==> config.mk <==
export PLATFORM = sky130hd
export DESIGN_NAME = dac_word_capture
export DESIGN_NICKNAME = d
export VERILOG_FILES = /design/src/rtl/dac_word_capture.sv
export SDC_FILE = /design/constraint.sdc
export NUM_CORES = 2
export LEC_CHECK = 0
export BUFFER_PORTS_ARGS = -buffer_cell sky130_fd_sc_hd__buf_2
export CELL_PAD_IN_SITES_DETAIL_PLACEMENT = 1
export CELL_PAD_IN_SITES_GLOBAL_PLACEMENT = 1
export CORE_UTILIZATION = 35
export CTS_CLUSTER_DIAMETER = 80
export DETAILED_ROUTE_END_ITERATION = 8
export PLACE_DENSITY = 0.55
export SYNTH_ARGS = -nofsm -noshare
export SYNTH_HDL_FRONTEND = slang
export SYNTH_SLANG_ARGS = --single-unit
==> constraint.sdc <==
create_clock -name clk -period 11.6 [get_ports clk]
set_input_delay 1.16 -clock clk [delete_from_list [all_inputs] [get_ports clk]]
set_output_delay 1.16 -clock clk [all_outputs]
set_load 0.01 [all_outputs]
==> src/rtl/dac_word_capture.sv <==
// rtl/dac_word_capture.sv - DAC bus word capture buffer with post-capture readout
// Optional feature macro: SAT_DETECT_EN (counts full-scale words on sat_count)
module dac_word_capture #(
    parameter int DEPTH_LOG2 = 8,
    parameter int DWIDTH     = 13
) (
    input  logic                  clk,
    input  logic                  rst,
    input  logic                  arm,
    input  logic                  store_strb,
    input  logic                  dac_en_in,
    input  logic [DWIDTH-1:0]     dac_data_in,
    input  logic                  rd_req,
    output logic [DWIDTH-1:0]     rd_data,
    output logic                  rd_valid,
    output logic [DEPTH_LOG2:0]   word_count,
    output logic                  done,
    output logic                  clear_seen,
    output logic                  overrun,
    output logic [DEPTH_LOG2:0]   sat_count
);
    localparam int DEPTH = 1 << DEPTH_LOG2;
    localparam logic [DEPTH_LOG2:0] FULL = (DEPTH_LOG2+1)'(DEPTH);

    typedef enum logic [2:0] {
        S_IDLE,
        S_ARMED,
        S_CAPTURE,
        S_FLUSH,
        S_DONE
    } state_t;

    state_t              state_q;
    logic                en_r_q;
    logic                en_rr_q;
    logic                strb_r_q;
    logic                strb_rr_q;
    logic [DWIDTH-1:0]   data_r_q;
    logic [DEPTH_LOG2:0] wr_ptr_q;
    logic [DEPTH_LOG2:0] rd_ptr_q;
    logic [DEPTH_LOG2:0] word_count_q;
    logic [2:0]          flush_cnt_q;
    logic [DWIDTH-1:0]   rd_data_q;
    logic                rd_valid_q;
    logic                done_q;
    logic                clear_seen_q;
    logic                overrun_q;
    logic [DWIDTH-1:0]   mem [DEPTH];

    logic word_strb;
    logic strb_rise;
    logic strb_fall;
    logic arm_clear_d;
    logic capture_d;
    logic wr_en_d;
    logic rd_en_d;

    // A strobe on the window's opening or closing edge still belongs to the pulse.
    always_comb begin
        word_strb   = en_r_q & ~en_rr_q;
        strb_rise   = strb_r_q & ~strb_rr_q;
        strb_fall   = ~strb_r_q & strb_rr_q;
        arm_clear_d = arm && (state_q == S_IDLE || state_q == S_DONE);
        capture_d   = 1'b0;
        if (word_strb) begin
            if (state_q == S_ARMED) begin
                capture_d = strb_rise;
            end else if (state_q == S_CAPTURE) begin
                capture_d = strb_r_q | strb_rr_q;
            end
        end
        wr_en_d = capture_d && (wr_ptr_q != FULL);
        rd_en_d = (state_q == S_DONE) && rd_req && !arm && (rd_ptr_q < word_count_q);
    end

    always_ff @(posedge clk) begin
        if (wr_en_d) begin
            mem[wr_ptr_q[DEPTH_LOG2-1:0]] <= data_r_q;
        end
    end

    always_ff @(posedge clk) begin
        if (rst) begin
            state_q      <= S_IDLE;
            en_r_q       <= 1'b0;
            en_rr_q      <= 1'b0;
            strb_r_q     <= 1'b0;
            strb_rr_q    <= 1'b0;
            data_r_q     <= '0;
            wr_ptr_q     <= '0;
            rd_ptr_q     <= '0;
            word_count_q <= '0;
            flush_cnt_q  <= '0;
            rd_data_q    <= '0;
            rd_valid_q   <= 1'b0;
            done_q       <= 1'b0;
            clear_seen_q <= 1'b0;
            overrun_q    <= 1'b0;
        end else begin
            en_r_q     <= dac_en_in;
            en_rr_q    <= en_r_q;
            strb_r_q   <= store_strb;
            strb_rr_q  <= strb_r_q;
            data_r_q   <= dac_data_in;
            rd_valid_q <= rd_en_d;
            if (rd_en_d) begin
                rd_data_q <= mem[rd_ptr_q[DEPTH_LOG2-1:0]];
                rd_ptr_q  <= rd_ptr_q + 1'b1;
            end
            if (wr_en_d) begin
                wr_ptr_q     <= wr_ptr_q + 1'b1;
                word_count_q <= word_count_q + 1'b1;
            end
            if (capture_d && !wr_en_d) begin
                overrun_q <= 1'b1;
            end
            if (arm_clear_d) begin
                state_q      <= S_ARMED;
                wr_ptr_q     <= '0;
                rd_ptr_q     <= '0;
                word_count_q <= '0;
                overrun_q    <= 1'b0;
                clear_seen_q <= 1'b0;
                done_q       <= 1'b0;
            end else begin
                case (state_q)
                    S_ARMED: begin
                        if (strb_rise) begin
                            state_q <= S_CAPTURE;
                        end
                    end
                    S_CAPTURE: begin
                        if (strb_fall) begin
                            state_q     <= S_FLUSH;
                            flush_cnt_q <= '0;
                        end
                    end
                    S_FLUSH: begin
                        // Only a zero word counts as the trailing clear strobe; others are ignored.
                        if (word_strb && data_r_q == '0) begin
                            clear_seen_q <= 1'b1;
                            done_q       <= 1'b1;
                            state_q      <= S_DONE;
                        end else if (flush_cnt_q == 3'd7) begin
                            done_q  <= 1'b1;
                            state_q <= S_DONE;
                        end else begin
                            flush_cnt_q <= flush_cnt_q + 1'b1;
                        end
                    end
                    S_DONE: begin
                        if (rd_en_d && (rd_ptr_q + 1'b1 == word_count_q)) begin
                            state_q <= S_IDLE;
                            done_q  <= 1'b0;
                        end
                    end
                    default: ;
                endcase
            end
        end
    end

`ifdef SAT_DETECT_EN
    logic [DEPTH_LOG2:0] sat_count_q;
    logic                sat_hit_d;

    assign sat_hit_d = (data_r_q == {1'b0, {(DWIDTH-1){1'b1}}}) ||
                       (data_r_q == {1'b1, {(DWIDTH-1){1'b0}}});

    always_ff @(posedge clk) begin
        if (rst || arm_clear_d) begin
            sat_count_q <= '0;
        end else if (wr_en_d && sat_hit_d && sat_count_q != FULL) begin
            sat_count_q <= sat_count_q + 1'b1;
        end
    end

    assign sat_count = sat_count_q;
`else
    assign sat_count = '0;
`endif

    assign rd_data    = rd_data_q;
    assign rd_valid   = rd_valid_q;
    assign word_count = word_count_q;
    assign done       = done_q;
    assign clear_seen = clear_seen_q;
    assign overrun    = overrun_q;

endmodule

==> summary.md <==
| Metric | Value |
|---|---|
| WL final | 410 mm |
| Clock buffer depth | 4 |
| CTS buffer count | 364 |
| MaxCap Viol Count | 0 |
| Avg Inst Size Synth | 20.9 um^2 |
| Number of antenna-violating nets in the routed design | 0 |
| Core ar. | 376000 um^2 |
| Flops & latches, synth | 3395 |
| Fillers | 35500 |
| Async SR Flop Fraction | 0% |
| Largest net degree at the start of global routing | 205 |
| Slew headroom | 1.67% |
| Leakage | 46.1 nW |
| Pin slew with the least headroom to its limit | 1.46 ns |
| I/O pin count | 54 |
| Global-route wire length before repair | 568 mm |
| Vias/cell | 5.59 |
| Seq/Total Area, Yosys | 76.6% |
| CP max FO | 72 |
| Clock Pin Slew Worst Setup and Hold Paths | 0.06 ns |
| HP Start | dac_data_in[11] |
| Worst EP required | 12.41 ns |
| Worst skew pair latency | 0.95 ns |
| # nets final | 6740 |
| Status | finished, final reports clean |
| TritonCTS clock tree | done |
| FMAX | 174 MHz |
| Sink Count | 3395 |
| Post-CTS setup buffer count | 0 |
| WHS Endpoint | data_r_q[11] |
| Worst Hold Depth | 2 |
| Slew Viols, Final | 0 |
| RR Startpoint | rd_ptr_q[0] |
| Main synth FF type | edfxtp_1 |
| Port buffer count | 44 |
| Cell area power density | 169 nW/um^2 |
| Clk_skew | 0.0640 ns |
| CP Launch Type | flop |
| CTS Hold Buffers Added | 0 |
| Setup Viol. Count Final | 0 |
| # DRC | 0 |
| Htree depth | 5 |
| Final hold violation count | 0 |
| Vias in the first global route | 68800 |
| Worst reg2reg setup slack | 5.85 ns |
| Share of cells above drive strength 1 | 24.9% |
| Max rail drop VDD | 0.125 mV |
| Fin cells | 12000 |
| Die Height | 617 um |
| Starting DRT DRC Count | 7452 |
| Post-CTS sizing | 0 |
| FP Rows | 225 |
| Synth cell types | 75 |
| Die X | 617 um |
| RSZ-0062 raised after global routing | false |
| Vias | 67200 |
| Post-Syn Instances | 6330 |
| Part of the cycle the worst path needs | 49.5% |
| Total global-route track usage | 21.2% |
| Minimum clock period | 5.75 ns |
| GP Congestion | 0.840 |
| Worst hold-check path type | input pin to flop |
| Synth Cell Area | 132000 um^2 |
| Initial antenna violation count | 26 |
| Die footprint | 380000 um^2 |
| Setup TNS | 0 ns |
| Grt ovf | 0 |
| Drt pass-1 iters | 5 |
| R2R depth | 9 |
| Area grow syn2layout | 14.5% |
| Initial Util | 35.2% |
| Wire per inst | 34.2 um |
| CP Data Arrival Time | 6.56 ns |
| Setup crit end kind | flop |
| Clock root buffer | clkbuf_16 |
| Post-synth EDFFs | 3328 |
| Placed Instances | 11300 |
| Hpwl dp | 244 mm |
| Worst reg2reg endpoint | rd_data[4] |
| Crit Path Category | flop to flop |
| Synth warn | 0 |
[power by group]
group / internal [mW] / switching [mW] / leakage [nW]
logic: 0.0152 / 0.174 / 9.30
registers: 13.5 / 0.0590 / 30.9
clock network: 6.92 / 4.90 / 5.88
total: 20.4 / 5.13 / 46.1
[routing by layer]
metal	GRT usage, %	wire length [um]
met5	0	13
met2	34.2	195000
met4	6.14	12300
met3	2.90	25300
met1	30.2	178000
[worst max-delay path, cell delays in order, from the launching register on]
cell	delay (ns)
dfxtp_4	0.94
buf_12	0.50
buf_12	0.52
mux4_2	0.60
a22o_1	0.24
o21ai_0	1.09
o211ai_1	0.60
nor3_1	0.37
nor3_1	0.21
a211o_1	0.27
[cell usage in the layout (no fill, tap or decap), types with 13 or more instances in the layout]
cell,count
a22oi_1,69
o21ai_0,76
mux4_2,680
nand3_1,49
clkinv_2,73
buf_2,44
a21oi_1,132
o221ai_1,36
bufinv_16,46
a221oi_1,65
nor2_1,281
nand2b_1,13
xnor2_1,24
dfxtp_4,18
nand2_1,170
ha_1,17
mux2i_1,380
mux4_1,37
edfxtp_1,3328
dfxtp_1,47
o211ai_1,18
a221o_1,33
clkbuf_1,69
nor3_1,33
nor4_1,17
nor2_2,75
o31ai_1,29
a31oi_1,17
a211oi_1,20
nor2b_1,30
buf_12,16
o22ai_1,37
buf_4,321
clkbuf_16,372
inv_1,15
mux2_2,24
clkinv_1,81
[synth_stat cells, types with 20 or more instances]
cell	n	area [um^2]
a221o_1	33	330
xnor2_1	24	210
a21oi_1	132	661
a211oi_1	20	150
mux4_2	680	15300
nor2_1	359	1350
buf_6	72	811
nor3_1	33	165
o22ai_1	37	231
buf_1	25	93.8
nor2b_1	34	213
dfxtp_1	67	1340
mux2i_1	380	3800
a221oi_1	65	569
buf_4	57	428
o31ai_1	29	218
o21ai_0	76	380
mux2_2	24	270
edfxtp_1	3328	99900
nor4_1	21	131
mux4_1	37	972
o221ai_1	36	315
buf_2	60	300
a22oi_1	69	518
nand2_1	181	679
clkbuf_1	145	544
nand3_1	54	270
[kinds of logic (layout without fill, tap and decap cells)]
logic type | count (synthesis) | count (layout) | synth area share (%)
other | 1 | 15 | 0.00283
multiplexers | 1121 | 1121 | 15.4
AND/OR/NAND/NOR | 749 | 749 | 2.45
flip-flops | 3395 | 3395 | 76.6
adder cells (fa/ha/maj) | 17 | 17 | 0.161
buffers and inverters | 402 | 1076 | 1.95
XOR/XNOR | 35 | 35 | 0.232
AO/OA/AOI/OAI | 610 | 610 | 3.26
[sequential cells by signal, indices dropped and copies added, names as in the netlist]
register	count
strb_r_q	1
wr_ptr_q	9
clear_seen	1
state_q	3
en_rr_q	1
rd_data	13
mem	3328
data_r_q	13
flush_cnt_q	3
done	1
strb_rr_q	1
word_count	9
rd_ptr_q	9
overrun	1
rd_valid	1
en_r_q	1
[per-stage QoR]
stage	power, mW	hold WS [ns]	setup slack, ns	utilization, %	cell area [um^2]
6_report	25.5	0.429	5.85	40.3	151000
3_3_place_gp	14.0	0.444	5.44	37.1	139000
5_1_grt	26.1	0.418	5.78	40.3	151000
4_1_cts	25.7	0.360	5.93	40.3	151000
2_1_floorplan	13.9	0.436	7.09	-	132000
3_5_place_dp	14.0	0.451	5.97	37.1	139000
[how the worst max path moves through the flow]
stage | cells after the start | endpoint | start
after CTS | 9 | rd_data[4] | rd_ptr_q[0]
after floorplan | 6 | flush_cnt_q[1] | data_r_q[3]
after global placement | 8 | rd_data[6] | rd_ptr_q[0]
final | 9 | rd_data[4] | rd_ptr_q[0]
after detailed placement | 9 | rd_data[4] | rd_ptr_q[0]
after global routing | 9 | rd_data[4] | rd_ptr_q[0]
[layout make-up]
cell class                 instances  area, um^2  area share (%)
clock inverter                   231        2420            1.60
timing repair buffer             381        2950            1.95
antenna                            6        15.0         0.00991
multi-input combinational       2541       28800            19.0
tap                             4994        6250            4.13
inverter                          21        91.3          0.0603
sequential                      3395      101000            66.9
clock buffer                     443        9600            6.34
Note: power is estimated with default switching activity, not from simulation.
